$ cat src/rtl/step_motor_sequencer.sv
// step_motor_sequencer: bipolar stepper phase sequencer with full/half-step moves, abort, coil hold and signed position count.
module step_motor_sequencer #(
  parameter int CNT_W = 16,
  parameter int POS_W = 32
) (
  input  logic             clk,
  input  logic             reset_n,
  input  logic             start,
  input  logic             abort,
  input  logic             dir,
  input  logic             half_step,
  input  logic             hold,
  input  logic [CNT_W-1:0] steps,
  input  logic [CNT_W-1:0] period,
  input  logic             pos_clear,
  output logic             AX,
  output logic             AY,
  output logic             BX,
  output logic             BY,
  output logic             busy,
  output logic             done,
  output logic             aborted,
  output logic [POS_W-1:0] position
);
  typedef enum logic {IDLE, RUN} state_t;
  state_t           r_state;
  logic [2:0]       r_idx;
  logic             r_dir;
  logic             r_half;
  logic [CNT_W-1:0] r_rem;
  logic [CNT_W-1:0] r_cnt;
  logic [CNT_W-1:0] r_reload;
  logic [3:0]       r_coils;
  logic             r_busy;
  logic             r_done;
  logic             r_aborted;
  logic [POS_W-1:0] r_pos;
  logic [CNT_W-1:0] w_eff;
  logic [2:0]       w_delta;
  logic [2:0]       w_idx_step;
  logic [2:0]       w_idx_d;
  logic             w_in_run;
  logic             w_start;
  logic             w_abort;
  logic             w_step;
  logic             w_finish;
  logic             w_run_d;
  function automatic logic [3:0] pattern(input logic [2:0] i);
    case (i)
      3'd0:    pattern = 4'b1000;
      3'd1:    pattern = 4'b1010;
      3'd2:    pattern = 4'b0010;
      3'd3:    pattern = 4'b0110;
      3'd4:    pattern = 4'b0100;
      3'd5:    pattern = 4'b0101;
      3'd6:    pattern = 4'b0001;
      default: pattern = 4'b1001;
    endcase
  endfunction
  // Full-step from an even index takes a single-phase hop to reach the two-coil (odd) grid.
  always_comb begin
    w_eff      = (period < CNT_W'(2)) ? CNT_W'(2) : period;
    w_delta    = (r_half || !r_idx[0]) ? 3'd1 : 3'd2;
    w_idx_step = r_dir ? r_idx + w_delta : r_idx - w_delta;
    w_in_run   = (r_state == RUN);
    w_start    = (r_state == IDLE) && start;
    w_abort    = w_in_run && abort;
    w_step     = w_in_run && !abort && (r_rem != '0) && (r_cnt == '0);
    w_finish   = w_in_run && !abort && ((r_rem == '0) || (w_step && r_rem == CNT_W'(1)));
    w_idx_d    = w_step ? w_idx_step : r_idx;
    w_run_d    = w_start || (w_in_run && !w_abort && !w_finish);
  end
  always_ff @(posedge clk or negedge reset_n) begin
    if (!reset_n) begin
      r_state   <= IDLE;
      r_idx     <= '0;
      r_dir     <= 1'b0;
      r_half    <= 1'b0;
      r_rem     <= '0;
      r_cnt     <= '0;
      r_reload  <= '0;
      r_coils   <= '0;
      r_busy    <= 1'b0;
      r_done    <= 1'b0;
      r_aborted <= 1'b0;
      r_pos     <= '0;
    end else begin
      r_state <= w_run_d ? RUN : IDLE;
      r_busy  <= w_run_d;
      r_done  <= w_abort || w_finish;
      r_idx   <= w_idx_d;
      r_coils <= (w_run_d || hold) ? pattern(w_idx_d) : 4'b0000;
      if (w_start) begin
        r_dir     <= dir;
        r_half    <= half_step;
        r_rem     <= steps;
        r_cnt     <= w_eff - CNT_W'(1);
        r_reload  <= w_eff - CNT_W'(1);
        r_aborted <= 1'b0;
      end else if (w_step) begin
        r_rem <= r_rem - CNT_W'(1);
        r_cnt <= r_reload;
      end else if (w_in_run && r_cnt != '0) begin
        r_cnt <= r_cnt - CNT_W'(1);
      end
      if (w_abort)
        r_aborted <= 1'b1;
      if (pos_clear)
        r_pos <= '0;
      else if (w_step)
        r_pos <= r_dir ? r_pos + POS_W'(1) : r_pos - POS_W'(1);
    end
  end
  assign {AX, AY, BX, BY} = r_coils;
  assign busy     = r_busy;
  assign done     = r_done;
  assign aborted  = r_aborted;
  assign position = r_pos;
endmodule

$ cat config.mk
export PLATFORM = sky130hd
export DESIGN_NAME = step_motor_sequencer
export DESIGN_NICKNAME = d
export VERILOG_FILES = /design/src/rtl/step_motor_sequencer.sv
export SDC_FILE = /design/constraint.sdc
export NUM_CORES = 1
export LEC_CHECK = 0
export ABC_AREA = 0
export CORE_MARGIN = 2
export CORE_UTILIZATION = 50
export DETAILED_ROUTE_END_ITERATION = 10
export DONT_BUFFER_PORTS = 1
export HOLD_SLACK_MARGIN = 0.12
export MAX_ROUTING_LAYER = met4
export PLACE_DENSITY = 0.72
export SYNTH_ARGS = -nofsm -noshare
export SYNTH_HDL_FRONTEND = slang
export SYNTH_SLANG_ARGS = --single-unit
export TNS_END_PERCENT = 5
$ cat constraint.sdc
create_clock -name clk -period 3.69 [get_ports clk]
set_clock_uncertainty 0.05 [all_clocks]
set_input_delay 0.738 -clock clk [delete_from_list [all_inputs] [get_ports clk]]
set_output_delay 0.738 -clock clk [all_outputs]
set_load 0.01 [all_outputs]
==> run_results.csv <==
group,metric,value,unit
finish,final_common_cell,"nand2_1",
clock_network,clk_path_buf_depth,2,
global_route,antenna_found_initial,0,
finish,area_delta_synth_final,7.83,%
sta,post-route-period-util,89.1,%
die,rows,40,
synthesis,synth_cell_types,61,
detailed_routing,firstDrtPassIters,5,
critical_path,crit_path_top_delay_cell,"dfrtp_1",
clock_network,cts_root_buf,"clkbuf_16",
sta,rsz0062_at_grt,"no",
detailed_routing,vias_per_cell,5.84,
synthesis,netlist_area,6290,um^2
clock_network,insertion_delay,0.35,ns
global_route,grtUsageTotal,23.7,%
clock_network,cts_resized,0,
critical_path,slowest_delay,0.38,ns
die,die_h,116,um
synthesis,synthArstFlopShare,100,%
detailed_routing,dr.first_iter.drc_count,472,
die,initial_core_util,51.7,%
die,die_x,116,um
sta,post-route-min-period,3.29,ns
clock_network,clkSinkCount,92,
finish,num_antenna_cells,0,
finish,layout_common_cells,"nand2_1 (130), dfrtp_1 (92), a21oi_1 (71)",
synthesis,ys_ff_latch,92,
finish,fin_area,6790,um^2
critical_path,crit_type,"reg -> reg",
detailed_routing,routedWlPerCell,15.8,um
critical_path,critPathTopFamily,"compound AO/OA/AOI/OAI gates",
critical_path,crit_buf_inv,2,
detailed_routing,ant_nets,0,
clock_network,cts_buffers,9,
synthesis,synth_fp_nets,833,
detailed_routing,vias,5374,
clock_network,cts_tree,"done",
synthesis,ys_warn_count,0,
sta,fmax,304,MHz
global_route,grt_max_degree,93,
global_route,grt_overflow,0,
detailed_routing,routed_wl,14.5,mm
power_and_ir_drop,finalPower,3.10,mW
synthesis,synth_flop_cell,"dfrtp_1",
power_and_ir_drop,leakage,3.01,nW
place,dp_hpwl,10.7,mm
sta,setup_tns,0,ns
place,port_buffers,0,
finish,drive_gt1_share,6.12,%
finish,stdcell_count,920,
critical_path,required,3.88,ns
clock_network,h-tree-depth,3,
global_route,grt_pass1_vias,5280,
power_and_ir_drop,ir_worst_vdd,0.312,mV
finish,nets,824,
synthesis,syn_area_per_cell,8.32,um^2
synthesis,synth_cells,756,
sta,finalHoldViolations,0,
die,ioPinCount,79,
sta,relSlewSlack,46.0,%
place,gp_congestion,0.928,
die,core-area,12200,um^2
job,drv_cap,0,
global_route,grt_first_pass_wirelength,25.0,mm
die,die_area,13500,um^2
critical_path,path_max_fanout,16,
status,outcome,"complete, no violations",
clock_network,cts.clk_slew.worst_paths,0.07,ns
sta,maxSlewViolCount,0,
critical_path,critPathLaunchType,"flop",
synthesis,synth_enable_flop_cells,0,
detailed_routing,drc,0,
place,placed_cell_area,6460,um^2
critical_path,crit_path_end_kind,"flop",
critical_path,crit_arrival,3.48,ns
sta,finalSetupViolCount,0,
worst_hold_path,hold_class,"in -> async",
synthesis,ys_seq_area_share,36.6,%
critical_path,worstPathCellList,"inv_1 -> buf_4 -> ha_1 -> a21oi_1 -> nand2_1 -> a31oi_1 -> o31ai_1 -> a21oi_1 -> o21ai_0 -> mux2i_1 -> mux2_2",
place,dp_cells,903,
sta,worstMarginPinSlew,0.808,ns
critical_path,crit_top_cell,"a21oi_1",
power_and_ir_drop,power-per-cell-area,456,nW/um^2
[sequential cells by signal (all words and copies together), names as in the netlist]
| register | flops |
|---|---|
| done | 1 |
| r_rem | 16 |
| r_idx | 3 |
| r_half | 1 |
| aborted | 1 |
| r_reload | 16 |
| r_coils | 4 |
| r_cnt | 16 |
| r_dir | 1 |
| busy | 1 |
| position | 32 |
[per-stage QoR]
stage | worst slack (ns) | hold slack, ns | utilization [%]
2_1_floorplan | 0.423 | 0.384 | -
3_5_place_dp | 0.144 | 0.394 | 53.1
4_1_cts | 0.421 | 0.263 | 55.8
6_report | 0.402 | 0.226 | 55.8
5_1_grt | 0.0401 | 0.290 | 55.8
3_3_place_gp | 0.347 | 0.395 | 53.1
[kinds of logic after synthesis]
group           share of synthesized area [%]
xor+xnor                                 7.38
compound gates                           21.0
fa+ha+maj                                7.60
mux                                     0.974
simple gates                             22.5
flops                                    36.6
buf+inv                                  3.96
[layout make-up]
class | count | area, um^2
multi-input combinational | 603 | 3750
timing repair buffer | 15 | 133
tap | 168 | 210
fill | 1124 | 5380
clock inverter | 6 | 55.1
clock buffer | 10 | 239
sequential | 92 | 2300
inverter | 26 | 97.6
[worst register-to-register path, stage by stage, from the launching register on]
cell and delay, ns:
dfrtp_1 0.38, inv_1 0.29, buf_4 0.32, ha_1 0.34, a21oi_1 0.29, nand2_1 0.11
a31oi_1 0.30, o31ai_1 0.12, a21oi_1 0.26, o21ai_0 0.17, mux2i_1 0.19, mux2_2 0.36
[metal layers]
layer | wire length [um] | global-route usage, % | vias to the layer above
met5 | 0 | - | -
met4 | 212 | 6.67 | 0
met3 | 856 | 6.12 | 16
met2 | 7090 | 38.9 | 145
met1 | 6380 | 29.0 | 2547
li1 | - | - | 2666
[report_power, final]
| group | total (mW) | switching, mW | internal, mW |
|---|---|---|---|
| Combinational | 0.848 | 0.491 | 0.357 |
| Sequential | 1.33 | 0.163 | 1.17 |
| Clock | 0.916 | 0.428 | 0.488 |
[Yosys cell counts, drive strengths merged, types with 14 or more instances]
cell type	number	area share, %
ha	35	7.0
a31oi	14	1.4
xor2	15	2.1
inv	26	1.6
nor3	24	2.1
nand2	130	7.8
clkbuf	22	1.3
nand3	14	1.1
nor2	54	3.2
xnor2	38	5.3
o21ai	65	5.2
dfrtp	92	37
a21oi	71	5.6
a21o	20	2.4
[final timing paths]
path,startpoint,end,slack (ns),cells past startpoint
setup / recovery,r_dir$_DFFE_PN0P_,position[31]$_DFFE_PN0P_,0.40,11
hold / removal,reset_n,position[11]$_DFFE_PN0P_,0.23,1
setup reg to reg,r_dir$_DFFE_PN0P_,position[31]$_DFFE_PN0P_,0.40,11
hold reg to reg,r_reload[7]$_DFFE_PN0P_,r_reload[7]$_DFFE_PN0P_,0.42,2
max in group asynchronous,reset_n,position[31]$_DFFE_PN0P_,2.95,1
min in group clk,pos_clear,position[28]$_DFFE_PN0P_,0.40,1
[timing repair]
item                      4_1_cts  5_1_grt
hold buffers                    1        0
buffers inserted                0        0
hold endpoints to repair       92        0
Note: power is estimated with default switching activity, not from simulation.
